**config.mk**
```make
export PLATFORM = sky130hd
export DESIGN_NAME = multi_phase_signal_controller_flat
export DESIGN_NICKNAME = d
export VERILOG_FILES = /design/src/rtl/multi_phase_signal_controller_if.sv /design/src/rtl/multi_phase_signal_controller.sv /design/src/flat_wrapper.sv
export SDC_FILE = /design/constraint.sdc
export NUM_CORES = 1
export LEC_CHECK = 0
export ABC_AREA = 1
export BUFFER_PORTS_ARGS = -buffer_cell sky130_fd_sc_hd__clkbuf_2
export CORE_MARGIN = 2
export CORE_UTILIZATION = 40
export CTS_BUF_LIST = sky130_fd_sc_hd__clkbuf_16
export CTS_CLUSTER_SIZE = 20
export DETAILED_ROUTE_END_ITERATION = 10
export GPL_TIMING_DRIVEN = 0
export PLACE_DENSITY = 0.69
export SYNTH_ARGS = -nofsm -noshare
export SYNTH_HDL_FRONTEND = slang
export SYNTH_SLANG_ARGS = --single-unit
```
**constraint.sdc**
```tcl
create_clock -name clk -period 2.1 [get_ports clk]
set_clock_uncertainty 0.1 [all_clocks]
set_input_delay 0.105 -clock clk [delete_from_list [all_inputs] [get_ports clk]]
set_output_delay 0.105 -clock clk [all_outputs]
set_load 0.01 [all_outputs]
```
**src/rtl/multi_phase_signal_controller_if.sv**
```systemverilog
// Interface bundle for multi_phase_signal_controller: switch/button inputs
// and lamp-driver outputs. master = board side, slave = controller side.
interface multi_phase_signal_controller_if #(
  parameter int unsigned NUM_PHASES = 4
);
  localparam int unsigned PW = $clog2(NUM_PHASES);

  logic [NUM_PHASES-1:0]   ped_req;
  logic                    error;
  logic                    flash_mode;
  logic [3*NUM_PHASES-1:0] lights;
  logic [PW-1:0]           active_phase;
  logic [NUM_PHASES-1:0]   ped_pending;

  modport master (
    output ped_req, error, flash_mode,
    input  lights, active_phase, ped_pending
  );

  modport slave (
    input  ped_req, error, flash_mode,
    output lights, active_phase, ped_pending
  );
endinterface

```
**src/rtl/multi_phase_signal_controller.sv**
```systemverilog
// Multi-approach traffic signal sequencer with pedestrian-request skipping and
// flashing modes. Define TL_ALL_RED_EN to compile in the all-red clearance state.
module multi_phase_signal_controller #(
  parameter int unsigned NUM_PHASES = 4,
  parameter int unsigned CNT_W      = 32,
  parameter int unsigned INIT_T     = 100_000_000,
  parameter int unsigned GREEN_MIN  = 250_000_000,
  parameter int unsigned GREEN_MAX  = 750_000_000,
  parameter int unsigned YELLOW_T   = 100_000_000,
  parameter int unsigned ALL_RED_T  = 50_000_000,
  parameter int unsigned FLASH_T    = 50_000_000
) (
  input logic                            clk,
  input logic                            reset,
  multi_phase_signal_controller_if.slave bus
);

  localparam int unsigned PW = $clog2(NUM_PHASES);

  localparam logic [CNT_W-1:0] INIT_LAST   = CNT_W'(INIT_T - 1);
  localparam logic [CNT_W-1:0] GMIN_LAST   = CNT_W'(GREEN_MIN - 1);
  localparam logic [CNT_W-1:0] GMAX_LAST   = CNT_W'(GREEN_MAX - 1);
  localparam logic [CNT_W-1:0] YELLOW_LAST = CNT_W'(YELLOW_T - 1);
  localparam logic [CNT_W-1:0] FLASH_LAST  = CNT_W'(FLASH_T - 1);

  typedef enum logic [2:0] {
    ST_INIT, ST_GREEN, ST_YELLOW, ST_ALL_RED, ST_FLASH_Y, ST_FLASH_R
  } state_e;

  state_e                  state_q, state_d;
  logic [CNT_W-1:0]        cnt_q, cnt_d;
  logic [PW-1:0]           phase_q, phase_d;
  logic [NUM_PHASES-1:0]   pend_q, pend_d;
  logic                    lit_q, lit_d;

  logic [NUM_PHASES-1:0]   phase_onehot;
  logic [NUM_PHASES-1:0]   req_accept;
  logic                    other_pending;
  logic [PW-1:0]           next_phase;
  logic                    enter_green;
  logic [PW-1:0]           green_phase;
  logic [2:0]              grp;
  logic [3*NUM_PHASES-1:0] lamps;

`ifdef TL_ALL_RED_EN
  localparam logic [CNT_W-1:0] AR_LAST = CNT_W'(ALL_RED_T - 1);
  // Set when ALL_RED was entered from a flashing mode, so green restarts at phase 0.
  logic restart_q, restart_d;
`else
  logic unused_all_red_t;
  assign unused_all_red_t = ^ALL_RED_T;
`endif

  assign phase_onehot  = NUM_PHASES'(1) << phase_q;
  assign other_pending = |(pend_q & ~phase_onehot);
  assign req_accept    = bus.ped_req & ~((state_q == ST_GREEN) ? phase_onehot : '0);

  // First pending approach after the active one (wrapping, self last), else plain +1.
  always_comb begin
    logic          found;
    logic [PW-1:0] idx;
    found      = 1'b0;
    idx        = '0;
    next_phase = PW'((32'(phase_q) + 1) % NUM_PHASES);
    if (|pend_q) begin
      for (int unsigned k = 1; k <= NUM_PHASES; k++) begin
        idx = PW'((32'(phase_q) + k) % NUM_PHASES);
        if (!found && pend_q[idx]) begin
          next_phase = idx;
          found      = 1'b1;
        end
      end
    end
  end

  always_comb begin
    state_d     = state_q;
    cnt_d       = cnt_q + CNT_W'(1);
    phase_d     = phase_q;
    lit_d       = lit_q;
    pend_d      = pend_q | req_accept;
    enter_green = 1'b0;
    green_phase = next_phase;
`ifdef TL_ALL_RED_EN
    restart_d   = restart_q;
`endif
    if (bus.error) begin
      if (state_q != ST_FLASH_R) begin
        state_d = ST_FLASH_R;
        cnt_d   = '0;
        lit_d   = 1'b1;
      end else if (cnt_q == FLASH_LAST) begin
        cnt_d = '0;
        lit_d = ~lit_q;
      end
    end else if (bus.flash_mode) begin
      if (state_q != ST_FLASH_Y) begin
        state_d = ST_FLASH_Y;
        cnt_d   = '0;
        lit_d   = 1'b1;
      end else if (cnt_q == FLASH_LAST) begin
        cnt_d = '0;
        lit_d = ~lit_q;
      end
    end else begin
      case (state_q)
        ST_INIT: begin
          if (cnt_q == INIT_LAST) begin
            enter_green = 1'b1;
            green_phase = '0;
          end
        end
        ST_GREEN: begin
          if (cnt_q == GMAX_LAST || (cnt_q >= GMIN_LAST && other_pending)) begin
            state_d = ST_YELLOW;
            cnt_d   = '0;
          end
        end
        ST_YELLOW: begin
          if (cnt_q == YELLOW_LAST) begin
`ifdef TL_ALL_RED_EN
            state_d   = ST_ALL_RED;
            cnt_d     = '0;
            restart_d = 1'b0;
`else
            enter_green = 1'b1;
`endif
          end
        end
`ifdef TL_ALL_RED_EN
        ST_ALL_RED: begin
          if (cnt_q == AR_LAST) begin
            enter_green = 1'b1;
            if (restart_q) green_phase = '0;
          end
        end
`endif
        ST_FLASH_Y, ST_FLASH_R: begin
`ifdef TL_ALL_RED_EN
          state_d   = ST_ALL_RED;
          cnt_d     = '0;
          phase_d   = '0;
          restart_d = 1'b1;
`else
          enter_green = 1'b1;
          green_phase = '0;
`endif
        end
        default: begin
          state_d = ST_INIT;
          cnt_d   = '0;
        end
      endcase
    end
    // A request arriving on the entry cycle is dropped: that approach is being served.
    if (enter_green) begin
      state_d             = ST_GREEN;
      cnt_d               = '0;
      phase_d             = green_phase;
      pend_d[green_phase] = 1'b0;
`ifdef TL_ALL_RED_EN
      restart_d           = 1'b0;
`endif
    end
  end

  always_ff @(posedge clk or posedge reset) begin
    if (reset) begin
      state_q   <= ST_INIT;
      cnt_q     <= '0;
      phase_q   <= '0;
      pend_q    <= '0;
      lit_q     <= 1'b1;
`ifdef TL_ALL_RED_EN
      restart_q <= 1'b0;
`endif
    end else begin
      state_q   <= state_d;
      cnt_q     <= cnt_d;
      phase_q   <= phase_d;
      pend_q    <= pend_d;
      lit_q     <= lit_d;
`ifdef TL_ALL_RED_EN
      restart_q <= restart_d;
`endif
    end
  end

  always_comb begin
    lamps = '0;
    grp   = 3'b100;
    for (int unsigned i = 0; i < NUM_PHASES; i++) begin
      grp = 3'b100;
      case (state_q)
        ST_GREEN:   if (PW'(i) == phase_q) grp = 3'b001;
        ST_YELLOW:  if (PW'(i) == phase_q) grp = 3'b010;
        ST_FLASH_R: grp = lit_q ? 3'b100 : 3'b000;
        ST_FLASH_Y: grp = lit_q ? 3'b010 : 3'b000;
        default:    grp = 3'b100;
      endcase
      lamps[3*i +: 3] = grp;
    end
  end

  assign bus.lights       = lamps;
  assign bus.active_phase = phase_q;
  assign bus.ped_pending  = pend_q;

endmodule
```
**src/flat_wrapper.sv**
```systemverilog
// flat-port wrapper written by rule: the top's interface ports become plain ports
module multi_phase_signal_controller_flat 
#(
  parameter int unsigned NUM_PHASES = 4,
  parameter int unsigned CNT_W      = 32,
  parameter int unsigned INIT_T     = 100_000_000,
  parameter int unsigned GREEN_MIN  = 250_000_000,
  parameter int unsigned GREEN_MAX  = 750_000_000,
  parameter int unsigned YELLOW_T   = 100_000_000,
  parameter int unsigned ALL_RED_T  = 50_000_000,
  parameter int unsigned FLASH_T    = 50_000_000
)
  (clk, reset, bus_ped_req, bus_error, bus_flash_mode, bus_lights, bus_active_phase, bus_ped_pending);
  multi_phase_signal_controller_if #(.NUM_PHASES(NUM_PHASES)) bus_i ();
  input logic clk;
  input logic reset;
  input wire logic [$bits(bus_i.ped_req)-1:0] bus_ped_req;
  input wire logic [$bits(bus_i.error)-1:0] bus_error;
  input wire logic [$bits(bus_i.flash_mode)-1:0] bus_flash_mode;
  output wire logic [$bits(bus_i.lights)-1:0] bus_lights;
  output wire logic [$bits(bus_i.active_phase)-1:0] bus_active_phase;
  output wire logic [$bits(bus_i.ped_pending)-1:0] bus_ped_pending;
  assign bus_i.ped_req = bus_ped_req;
  assign bus_i.error = bus_error;
  assign bus_i.flash_mode = bus_flash_mode;
  assign bus_lights = bus_i.lights;
  assign bus_active_phase = bus_i.active_phase;
  assign bus_ped_pending = bus_i.ped_pending;
  multi_phase_signal_controller #(.NUM_PHASES(NUM_PHASES), .CNT_W(CNT_W), .INIT_T(INIT_T), .GREEN_MIN(GREEN_MIN), .GREEN_MAX(GREEN_MAX), .YELLOW_T(YELLOW_T), .ALL_RED_T(ALL_RED_T), .FLASH_T(FLASH_T)) u_core (.clk(clk), .reset(reset), .bus(bus_i));
endmodule
```
==> impl_metrics.toml <==
[run_status]
outcome = "finished, final reports clean"

[cells_and_area]
num-fill-cells = 730
register_area_um2 = 1060
multi_input_comb_area_um2 = 1890
final_layout_size_suffix_gt1_frac = 0.292
num-nets-final = 518
post_synthesis_to_final_layout_area_growth_pct = 23.3
antenna_cells_inserted = 0
layoutNonFillerInstCount = 608

[route]
detail_route.drc_violations = 0
avgRoutedWirePerCell_um = 12.9
routed_via_density = 4.93
num_vias = 2999
drt_iter0_drc = 171
dr.pass1.iters = 5
route.final.wire_length_um = 7820
ant_nets = 0

[flow_run]
max_cap_viol_count = 0

[floorplan]
die-area_um2 = 8580
pin_count = 26
rows = 32
core_area_um2 = 7650
floorplan.initialDensity = 0.411
die_width_um = 92.6
die_height_um = 92.6

[synthesis]
yosysSeqAreaShare = 0.335
synthesis.area_per_instance_um2 = 6.95
synth-edff-count = 0
synth.cell_area_um2 = 3140
synth_flop_cell = "sky130_fd_sc_hd__dfrtp_1"
count_of_distinct_cell_types_in_the_synthesized_netlist = 36
synthCells = 452
ys_async_sr_fraction = 1.00
syn-num-nets = 465
yosysWarnings = 0
synth_seq_cells = 42

[timing]
holdWs_ps = 7.13
worst_pin_slew_ps = 896
finalWorstPathRequiredPeriod_ps = 2060
final_max_slew_viol_count = 0
max_freq_ghz = 0.486
post-route-period-util = 0.980
rsz_0062_raised_after_global_routing = "true"
final_hold_viol_count = 0
final_setup_vio_count = 0
maxSlewHeadroom = 0.402

[clock_tree]
cts_clock_pin_slew_for_the_worst_setup_and_hold_paths_ps = 60
clock_tree_from_tritoncts = "done"
cts.path.max_buffers = 2
cts-buffers-inserted = 5
cts_sinks = 42
clock_insertion_delay_worst_skew_ps = 280
htree_levels = 2
cts-root-buf = "sky130_fd_sc_hd__clkbuf_16"

[global_route]
grt_antenna_before_repair = 0
grt_start_max_net_pins = 43
grt_use_total = 0.182
overflow = 0
grt_pass1_vias = 2853
grt_first_pass_wirelength_um = 12800

[place]
place_inst = 579
place.detailed.hpwl_um = 5620
place.gp.congestion = 0.904
io_buffers = 25

[hold_path]
timing.hold.worst.class = "in -> reg"

[power_and_ir_drop]
power.density_cell_area_nw_per_um2 = 822
power.ir.vdd_worst_v = 0.000789
power.leakage_nw = 1.75

[critical_path]
crit_path_max_fanout = 5
critical_path_class = "reg -> reg"
timing.critical_path.arrival_ps = 2120
cp.required_ps = 2160
timing.critical_path.from_type = "register"
timing.critical_path.to_type = "register"
==> routing by layer <==
metal	up-vias	track usage	wire, um
li1	1524	-	-
met1	1394	0.236	3630
met2	70	0.313	3770
met3	11	0.0285	320
met4	0	0.0535	96
met5	-	0	0
==> report_power, final <==
group	internal, W	switching, W
logic	0.000607	0.000883
clock network	0.000430	0.000303
registers	0.000873	0.0000867
==> path summary, 6_finish.rpt <==
| check | start | to | slack, ps | depth (start not counted) |
|---|---|---|---|---|
| worst max-delay path | u_core.cnt_q[1] | u_core.cnt_q[7] | 40 | 17 |
| worst min-delay path | bus_ped_req[1] | u_core.bus.ped_pending[1] | 7 | 3 |
| worst max register to register | u_core.cnt_q[1] | u_core.cnt_q[7] | 40 | 17 |
| worst min register to register | u_core.lit_q | u_core.lit_q | 430 | 2 |
| max in group asynchronous | reset | u_core.cnt_q[24] | 830 | 3 |
| min in group asynchronous | reset | u_core.cnt_q[0] | 460 | 3 |
==> synthesized netlist by cell type (12+ instances only) <==
| master | instances | area share |
|---|---|---|
| sky130_fd_sc_hd__nor3_1 | 15 | 0.024 |
| sky130_fd_sc_hd__inv_2 | 13 | 0.016 |
| sky130_fd_sc_hd__xor2_1 | 19 | 0.053 |
| sky130_fd_sc_hd__nor2_2 | 12 | 0.024 |
| sky130_fd_sc_hd__nand2_1 | 87 | 0.10 |
| sky130_fd_sc_hd__nand4_1 | 12 | 0.024 |
| sky130_fd_sc_hd__inv_1 | 65 | 0.078 |
| sky130_fd_sc_hd__nand2_2 | 12 | 0.024 |
| sky130_fd_sc_hd__nand3_1 | 34 | 0.054 |
| sky130_fd_sc_hd__o21ai_0 | 18 | 0.029 |
| sky130_fd_sc_hd__nor2_1 | 69 | 0.082 |
| sky130_fd_sc_hd__dfrtp_1 | 41 | 0.33 |
==> sequential cells by signal (all words and copies together), names as in the netlist <==
| name | cells |
|---|---|
| u_core.cnt_q | 32 |
| u_core.lit_q | 1 |
| u_core.bus.active_phase | 2 |
| u_core.state_q | 3 |
| u_core.bus.ped_pending | 4 |
==> critical path, stage by stage (launching register included) <==
cell,delay (ps)
sky130_fd_sc_hd__dfrtp_1,400
sky130_fd_sc_hd__ha_4,170
sky130_fd_sc_hd__nand2_2,60
sky130_fd_sc_hd__nor2_4,160
sky130_fd_sc_hd__nand2_2,70
sky130_fd_sc_hd__nand2_1,60
sky130_fd_sc_hd__nand2_1,60
sky130_fd_sc_hd__nand2_1,60
sky130_fd_sc_hd__nand2_1,60
sky130_fd_sc_hd__nand2_2,70
sky130_fd_sc_hd__nand2_2,60
sky130_fd_sc_hd__nand3_2,60
sky130_fd_sc_hd__nand2_2,70
sky130_fd_sc_hd__nand2_4,100
sky130_fd_sc_hd__nand2_4,70
sky130_fd_sc_hd__nand2_8,120
sky130_fd_sc_hd__clkbuf_16,160
sky130_fd_sc_hd__nor2_2,30
==> kinds of logic (layout without fill, tap and decap cells) <==
| logic type | after synthesis | in the layout | share of synthesized area |
|---|---|---|---|
| AOI/OAI and AO/OA | 37 | 37 | 0.0677 |
| buffers and inverters | 84 | 137 | 0.110 |
| xor gates and xnor gates | 24 | 24 | 0.0669 |
| adders and majority gates | 5 | 5 | 0.0199 |
| and+or+nand+nor | 260 | 261 | 0.401 |
| DFF | 42 | 42 | 0.335 |
==> final cells by class <==
| type | instances | area share |
|---|---|---|
| multi-input combinational | 327 | 0.488 |
| sequential | 42 | 0.273 |
| inverter | 79 | 0.0798 |
| timing repair buffer | 45 | 0.0763 |
| tap | 102 | 0.0330 |
| clock buffer | 5 | 0.0323 |
| buffer | 5 | 0.0145 |
| clock inverter | 3 | 0.00323 |
==> placed cells by master (no fill, tap or decap), drive strengths merged, types with 2 or more instances in the layout <==
master,count
clkinv,3
nand4,12
o211ai,2
clkbuf,31
xor2,19
ha,5
o21ai,22
nor3,20
nand3b,2
xnor2,5
nor2,86
nand3,36
nand2,103
dfrtp,41
a21oi,10
inv,79
buf,23
==> metrics by stage <==
step	cell area, um2	power (W)	setup TNS [ps]	util	worst slack (ps)
floorplan	3150	0.00174	0	-	2.25
global placement	3400	0.00201	-2600	0.445	-166
detailed placement	3400	0.00204	-3570	0.445	-205
CTS	3600	0.00287	0	0.471	4.78
global route	3870	0.00341	-1330	0.506	-64.2
finish	3870	0.00318	0	0.506	43.0
==> what timing repair did <==
action | CTS | global route
hold buffers | 1 | 0
endpoints found under the hold margin | 41 | 0
setup endpoints to repair | 31 | 31
pin swaps | 1 | 14
cloned | 0 | 2
resized for setup | 8 | 40
setup buffers | 4 | 14
No activity file was read; power rests on OpenSTA's default activity.
